[config.mk]
export PLATFORM = sky130hd
export DESIGN_NAME = micro_sequencer
export DESIGN_NICKNAME = d
export VERILOG_FILES = /design/src/rtl/micro_sequencer.sv
export SDC_FILE = /design/constraint.sdc
export NUM_CORES = 2
export LEC_CHECK = 0
export BUFFER_PORTS_ARGS = -buffer_cell sky130_fd_sc_hd__buf_2
export CELL_PAD_IN_SITES_DETAIL_PLACEMENT = 1
export CELL_PAD_IN_SITES_GLOBAL_PLACEMENT = 2
export CORE_ASPECT_RATIO = 0.5
export CORE_MARGIN = 2
export CORE_UTILIZATION = 42
export CTS_CLUSTER_DIAMETER = 30
export CTS_CLUSTER_SIZE = 8
export DETAILED_ROUTE_END_ITERATION = 10
export PLACE_DENSITY_LB_ADDON = 0.12
export RECOVER_POWER = 100
export SLEW_MARGIN = 20
export SYNTH_ARGS = -nofsm -noshare
export SYNTH_HDL_FRONTEND = slang
export SYNTH_SLANG_ARGS = --single-unit
export TNS_END_PERCENT = 20
[constraint.sdc]
create_clock -name clk -period 5.2 [get_ports clk]
set_input_delay 1.04 -clock clk [delete_from_list [all_inputs] [get_ports clk]]
set_output_delay 1.04 -clock clk [all_outputs]
set_load 0.05 [all_outputs]
[src/rtl/micro_sequencer.sv]
// micro_sequencer: microprogrammed control unit with a writable control store,
// micro-PC sequencing (NEXT/JUMP/BZ/BNZ/CALL/RET/WAITZ/HALT), stall support and
// a sticky error flag.
// Optional feature macro: MSEQ_STACK_EN enables a STACK_DEPTH-entry return stack
// for CALL/RET. Without it, CALL and RET are illegal ops that halt with err=1.
// Microword layout: {ctrl[CTRL_W], next_addr[ADDR_W], seq_op[3]}.
module micro_sequencer #(
    parameter int ADDR_W      = 5,
    parameter int CTRL_W      = 54,
    parameter int START_ADDR  = 0,
    parameter int STACK_DEPTH = 4
) (
    input  logic                       clk,
    input  logic                       rst,
    input  logic                       start,
    input  logic                       stall,
    input  logic                       z_flag,
    input  logic                       prog_we,
    input  logic [ADDR_W-1:0]          prog_addr,
    input  logic [CTRL_W+ADDR_W+2:0]   prog_data,
    output logic [CTRL_W-1:0]          signal,
    output logic [ADDR_W-1:0]          upc,
    output logic                       busy,
    output logic                       halted,
    output logic                       err
);

    localparam int WORD_W = CTRL_W + ADDR_W + 3;
    localparam int DEPTH  = 1 << ADDR_W;

    typedef enum logic [2:0] {
        OP_NEXT  = 3'd0,
        OP_JUMP  = 3'd1,
        OP_BZ    = 3'd2,
        OP_BNZ   = 3'd3,
        OP_CALL  = 3'd4,
        OP_RET   = 3'd5,
        OP_WAITZ = 3'd6,
        OP_HALT  = 3'd7
    } seq_op_t;

    typedef enum logic [1:0] {
        S_IDLE,
        S_RUN,
        S_HALT
    } state_t;

    if (STACK_DEPTH < 1 || ADDR_W < 1) begin : g_bad_params
        $error("micro_sequencer: STACK_DEPTH and ADDR_W must be at least 1");
    end

    state_t                state;
    state_t                state_n;
    logic [WORD_W-1:0]     store [DEPTH];
    logic                  store_we;
    seq_op_t               cur_op;
    logic [ADDR_W-1:0]     cur_next;
    logic [ADDR_W-1:0]     upc_inc;
    logic [ADDR_W-1:0]     upc_n;
    logic                  err_n;
    logic [CTRL_W-1:0]     signal_n;

    // The store only accepts writes while the sequencer is not executing.
    assign store_we = prog_we && (state != S_RUN);

    assign cur_op   = seq_op_t'(store[upc][2:0]);
    assign cur_next = store[upc][ADDR_W+2:3];
    assign upc_inc  = upc + ADDR_W'(1);

    assign busy     = (state == S_RUN);
    assign halted   = (state == S_HALT);

`ifdef MSEQ_STACK_EN
    localparam int SP_W  = $clog2(STACK_DEPTH + 1);
    localparam int IDX_W = (STACK_DEPTH > 1) ? $clog2(STACK_DEPTH) : 1;

    logic [ADDR_W-1:0]     stack [STACK_DEPTH];
    logic [SP_W-1:0]       sp;
    logic [SP_W-1:0]       sp_n;
    logic                  push;
    logic [IDX_W-1:0]      push_idx;
    logic [IDX_W-1:0]      top_idx;
    logic                  stack_full;
    logic                  stack_empty;

    assign push_idx    = IDX_W'(sp);
    assign top_idx     = IDX_W'(sp - SP_W'(1));
    assign stack_full  = (sp == SP_W'(STACK_DEPTH));
    assign stack_empty = (sp == '0);
`endif

    // Control-store write port.
    always_ff @(posedge clk) begin
        if (store_we) begin
            store[prog_addr] <= prog_data;
        end
    end

    // Next state, next micro-PC and error flag from the current microword.
    always_comb begin
        state_n = state;
        upc_n   = upc;
        err_n   = err;
`ifdef MSEQ_STACK_EN
        sp_n    = sp;
        push    = 1'b0;
`endif
        unique case (state)
            S_IDLE, S_HALT: begin
                if (start) begin
                    state_n = S_RUN;
                    upc_n   = ADDR_W'(START_ADDR);
                    err_n   = 1'b0;
`ifdef MSEQ_STACK_EN
                    sp_n    = '0;
`endif
                end
            end
            S_RUN: begin
                if (!stall) begin
                    unique case (cur_op)
                        OP_NEXT:  upc_n = upc_inc;
                        OP_JUMP:  upc_n = cur_next;
                        OP_BZ:    upc_n = z_flag ? cur_next : upc_inc;
                        OP_BNZ:   upc_n = z_flag ? upc_inc : cur_next;
                        OP_WAITZ: upc_n = z_flag ? upc_inc : upc;
                        OP_HALT:  state_n = S_HALT;
`ifdef MSEQ_STACK_EN
                        OP_CALL: begin
                            if (stack_full) begin
                                state_n = S_HALT;
                                err_n   = 1'b1;
                            end else begin
                                push  = 1'b1;
                                sp_n  = sp + SP_W'(1);
                                upc_n = cur_next;
                            end
                        end
                        OP_RET: begin
                            if (stack_empty) begin
                                state_n = S_HALT;
                                err_n   = 1'b1;
                            end else begin
                                sp_n  = sp - SP_W'(1);
                                upc_n = stack[top_idx];
                            end
                        end
`else
                        OP_CALL, OP_RET: begin
                            state_n = S_HALT;
                            err_n   = 1'b1;
                        end
`endif
                    endcase
                end
            end
            default: state_n = S_IDLE;
        endcase
    end

    // Control word registered alongside upc; a same-cycle store write to the
    // target address is forwarded so start+prog_we executes the new word.
    always_comb begin
        signal_n = '0;
        if (state_n == S_RUN) begin
            if (store_we && (prog_addr == upc_n)) begin
                signal_n = prog_data[WORD_W-1:ADDR_W+3];
            end else begin
                signal_n = store[upc_n][WORD_W-1:ADDR_W+3];
            end
        end
    end

    // Sequencer state registers with synchronous reset.
    always_ff @(posedge clk) begin
        if (rst) begin
            state  <= S_IDLE;
            upc    <= '0;
            signal <= '0;
            err    <= 1'b0;
        end else begin
            state  <= state_n;
            upc    <= upc_n;
            signal <= signal_n;
            err    <= err_n;
        end
    end

`ifdef MSEQ_STACK_EN
    // Return-stack pointer and entries; contents need no reset, sp does.
    always_ff @(posedge clk) begin
        if (rst) begin
            sp <= '0;
        end else begin
            sp <= sp_n;
            if (push) begin
                stack[push_idx] <= upc_inc;
            end
        end
    end
`endif

endmodule

==> results.yml <==
run_status:
  status: "finished with violations"
  violations: "max-capacitance violations, max-slew violations"
global_routing:
  grt_pass1_wl_microns: 380300
  grt_max_degree: 88
  busiest_layer: "met2"
  track_usage: 0.2694
  met2_usage: 0.4284
  antenna_found_initial: 13
  grt_use_met1: 0.3933
  grt-ovfl-total: 0
  grt_pass1_vias: 52498
  met3_usage: 0.03916
placement:
  postPlaceCellArea_sq_um: 86750
  dp_cells: 8107
  pre_cts_slack_ns: 0.2272
  gp_congestion: 0.7958
  port_buffers: 134
  post-dp-hpwl_microns: 140400
yosys:
  netlist_area_sq_um: 80610
  synthCells: 5482
  synth_edf_count: 1984
  synth_compound_area_frac: 0.06238
  synth_seq_cells: 2046
  syn_area_per_cell_sq_um: 14.70
  yosys.area_share.simple: 0.09830
  ys_dominant_reg_cell: "edfxtp_1"
  synth_area_leader_cell: "edfxtp_1"
  yosysWarnings: 0
  synth_area_leaders: "edfxtp_1 (74%), nand2_1 (5.4%), mux2i_1 (4.9%)"
  synth_top_cell_area_share: 0.7391
  muxShareOfSynthArea: 0.06159
  syn-num-nets: 5556
  synth_top_family_by_area: "simple AND/OR/NAND/NOR gates"
  async_flop_share: 0
  synth-xor-area-share: 0.0009778
  synthAdderAreaFrac: 0.0001552
  yosysUniqueCellTypes: 78
  yosysSeqAreaShare: 0.7545
drt:
  ant_nets: 0
  route.detailed.drc: 0
  wirelength_microns: 266800
  wl_per_cell_microns: 30.69
  num_vias: 51095
  dr.pass1.iters: 5
  drt-vias-per-instance: 5.879
  drt_iter0_drc: 5108
timing:
  period_share: 0.9748
  final-setup-viol-count: 0
  min_period_ns: 5.069
  fin_ws_ns: 0.1310
  fmax_mhz: 197.3
  holdWs_ns: 0.5464
  finClkSkew_ns: 0.04071
  drv_slew: 2043
  worstMarginPinSlew_ns: 3.533
  slew_headroom: -1.355
  hold_viol_final: 0
  finalSetupTns_ns: 0
  grt_setup_unrepaired: "false"
final_layout:
  fin_nets: 5990
  final_area_sq_um: 96030
  drive_gt1_frac: 0.1309
  utilization: 0.5046
  area_growth_pct: 19.13
  final_common_cell: "edfxtp_1"
  instances_no_fill: 8691
  final_cell_mix: "edfxtp_1 (1984), nand2_1 (1154), nand3_1 (481)"
pwr:
  power_mw: 41.97
  ir_drop_mv: 0.2484
  cellLeakagePower_nw: 32.96
  p_per_area_nw_per_um2: 437.1
critical_path:
  arrival_ns: 5.48
  startpoint_type: "flip-flop"
  path_max_fanout: 35
  crit_chain: "nand2b_1 > nand2_1 > or3_1 > nor2_1 > clkbuf_2"
  critical_path_class: "flip-flop to flip-flop"
  timing.rr.start: "state[0]"
  cp_slowest_stage_delay_ns: 1.71
  reg2reg_slack_ns: 0.13
  critPathCaptureType: "flip-flop"
  required_ns: 5.61
  r2r-end: "store[12][29]"
  cp_slowest_cell: "nor2_1"
  r2r_cells: 5
clock_network:
  clock_latency_ns: 0.86
  cts-buffers-inserted: 337
  clockRootBuffer: "clkbuf_16"
  post_cts_buffers: 0
  ctsHoldBuffers: 0
  clockBufferDepth: 4
  htreeDepth: 5
  clock_sinks: 2046
  clkTransAtPathRegs_ns: 0.05
  cts_tree: "done"
  cts_resized: 0
floorplan:
  std_cell_rows: 113
  core-area_sq_um: 190300
  die_h_microns: 313.8
  top_level_ports: 135
  dieWidth_microns: 623.6
  start_util: 0.4236
  dieArea_sq_um: 195700
worst_hold_path:
  holdCritStartpoint: "rst"
  holdPathStages: 2
  min_to: "upc[4]"
  hold_class: "primary input to flip-flop"
run:
  cap_violations: 70
[where the power goes]
group | switching (mW) | total (mW) | internal (mW)
combinational | 2.14 | 3.10 | 0.956
clock | 7.54 | 20.5 | 12.9
sequential | 0.0885 | 18.4 | 18.3
total | 9.77 | 42.0 | 32.2
[logic make-up (layout without fill, tap and decap cells)]
group	count (synthesis)	after routing
buffers and inverters	395	1070
AO/OA/AOI/OAI	731	731
other	0	4
flip-flops	2046	2046
XOR/XNOR	9	9
AND/OR/NAND/NOR	1850	1850
adder cells (fa/ha/maj)	1	1
multiplexers	450	450
[synthesized netlist by cell type (all sizes together) (35+ instances only)]
master  instances
buf           181
and3           89
o21ai          88
a211oi         63
a31oi          40
a211o          35
inv            46
clkbuf        166
mux2i         397
nor2           69
nand2        1157
dfxtp          62
edfxtp       1984
a21oi         202
o22ai          47
a22oi          49
nand3         481
mux4           35
[state kept, by name (all words and copies together) (netlist names)]
| signal | cells |
|---|---|
| store | 1984 |
| signal | 54 |
| upc | 5 |
| state | 2 |
| err | 1 |
[worst max-delay path, delay by kind of cell (launching register included)]
kind / cells / cell delay, ns
buf+inv: 1 / 1.55
flops: 1 / 0.35
simple gates: 4 / 2.65
[area by class of cell]
class | count | area (sq um)
diodes | 4 | 10.01
clock buffers | 496 | 9472
clock inverters | 84 | 753.2
fillers | 18349 | 94270
inverters | 48 | 180.2
multi-input cells | 3041 | 18160
flip-flops and latches | 2046 | 60820
well taps | 2530 | 3166
repair buffers | 442 | 3471
[worst max-delay path by stage]
stage | cells past startpoint | start | slack, ns | endpoint
6_report | 5 | state[0] | 0.13 | store[12][29]
5_1_grt | 18 | upc[2] | 0.003 | signal[1]
4_1_cts | 18 | upc[2] | 0.20 | signal[1]
3_5_place_dp | 18 | upc[2] | 0.23 | signal[1]
3_3_place_gp | 16 | upc[0] | 0.35 | signal[53]
2_1_floorplan | 3 | prog_addr[4] | 0.31 | store[19][0]
[per-layer routing]
metal	up-vias	part of all wire
met2	1677	0.46
met4	0	0.020
met5	-	0
met1	27240	0.46
met3	399	0.060
li1	21779	-
Note: power is estimated with default switching activity, not from simulation.
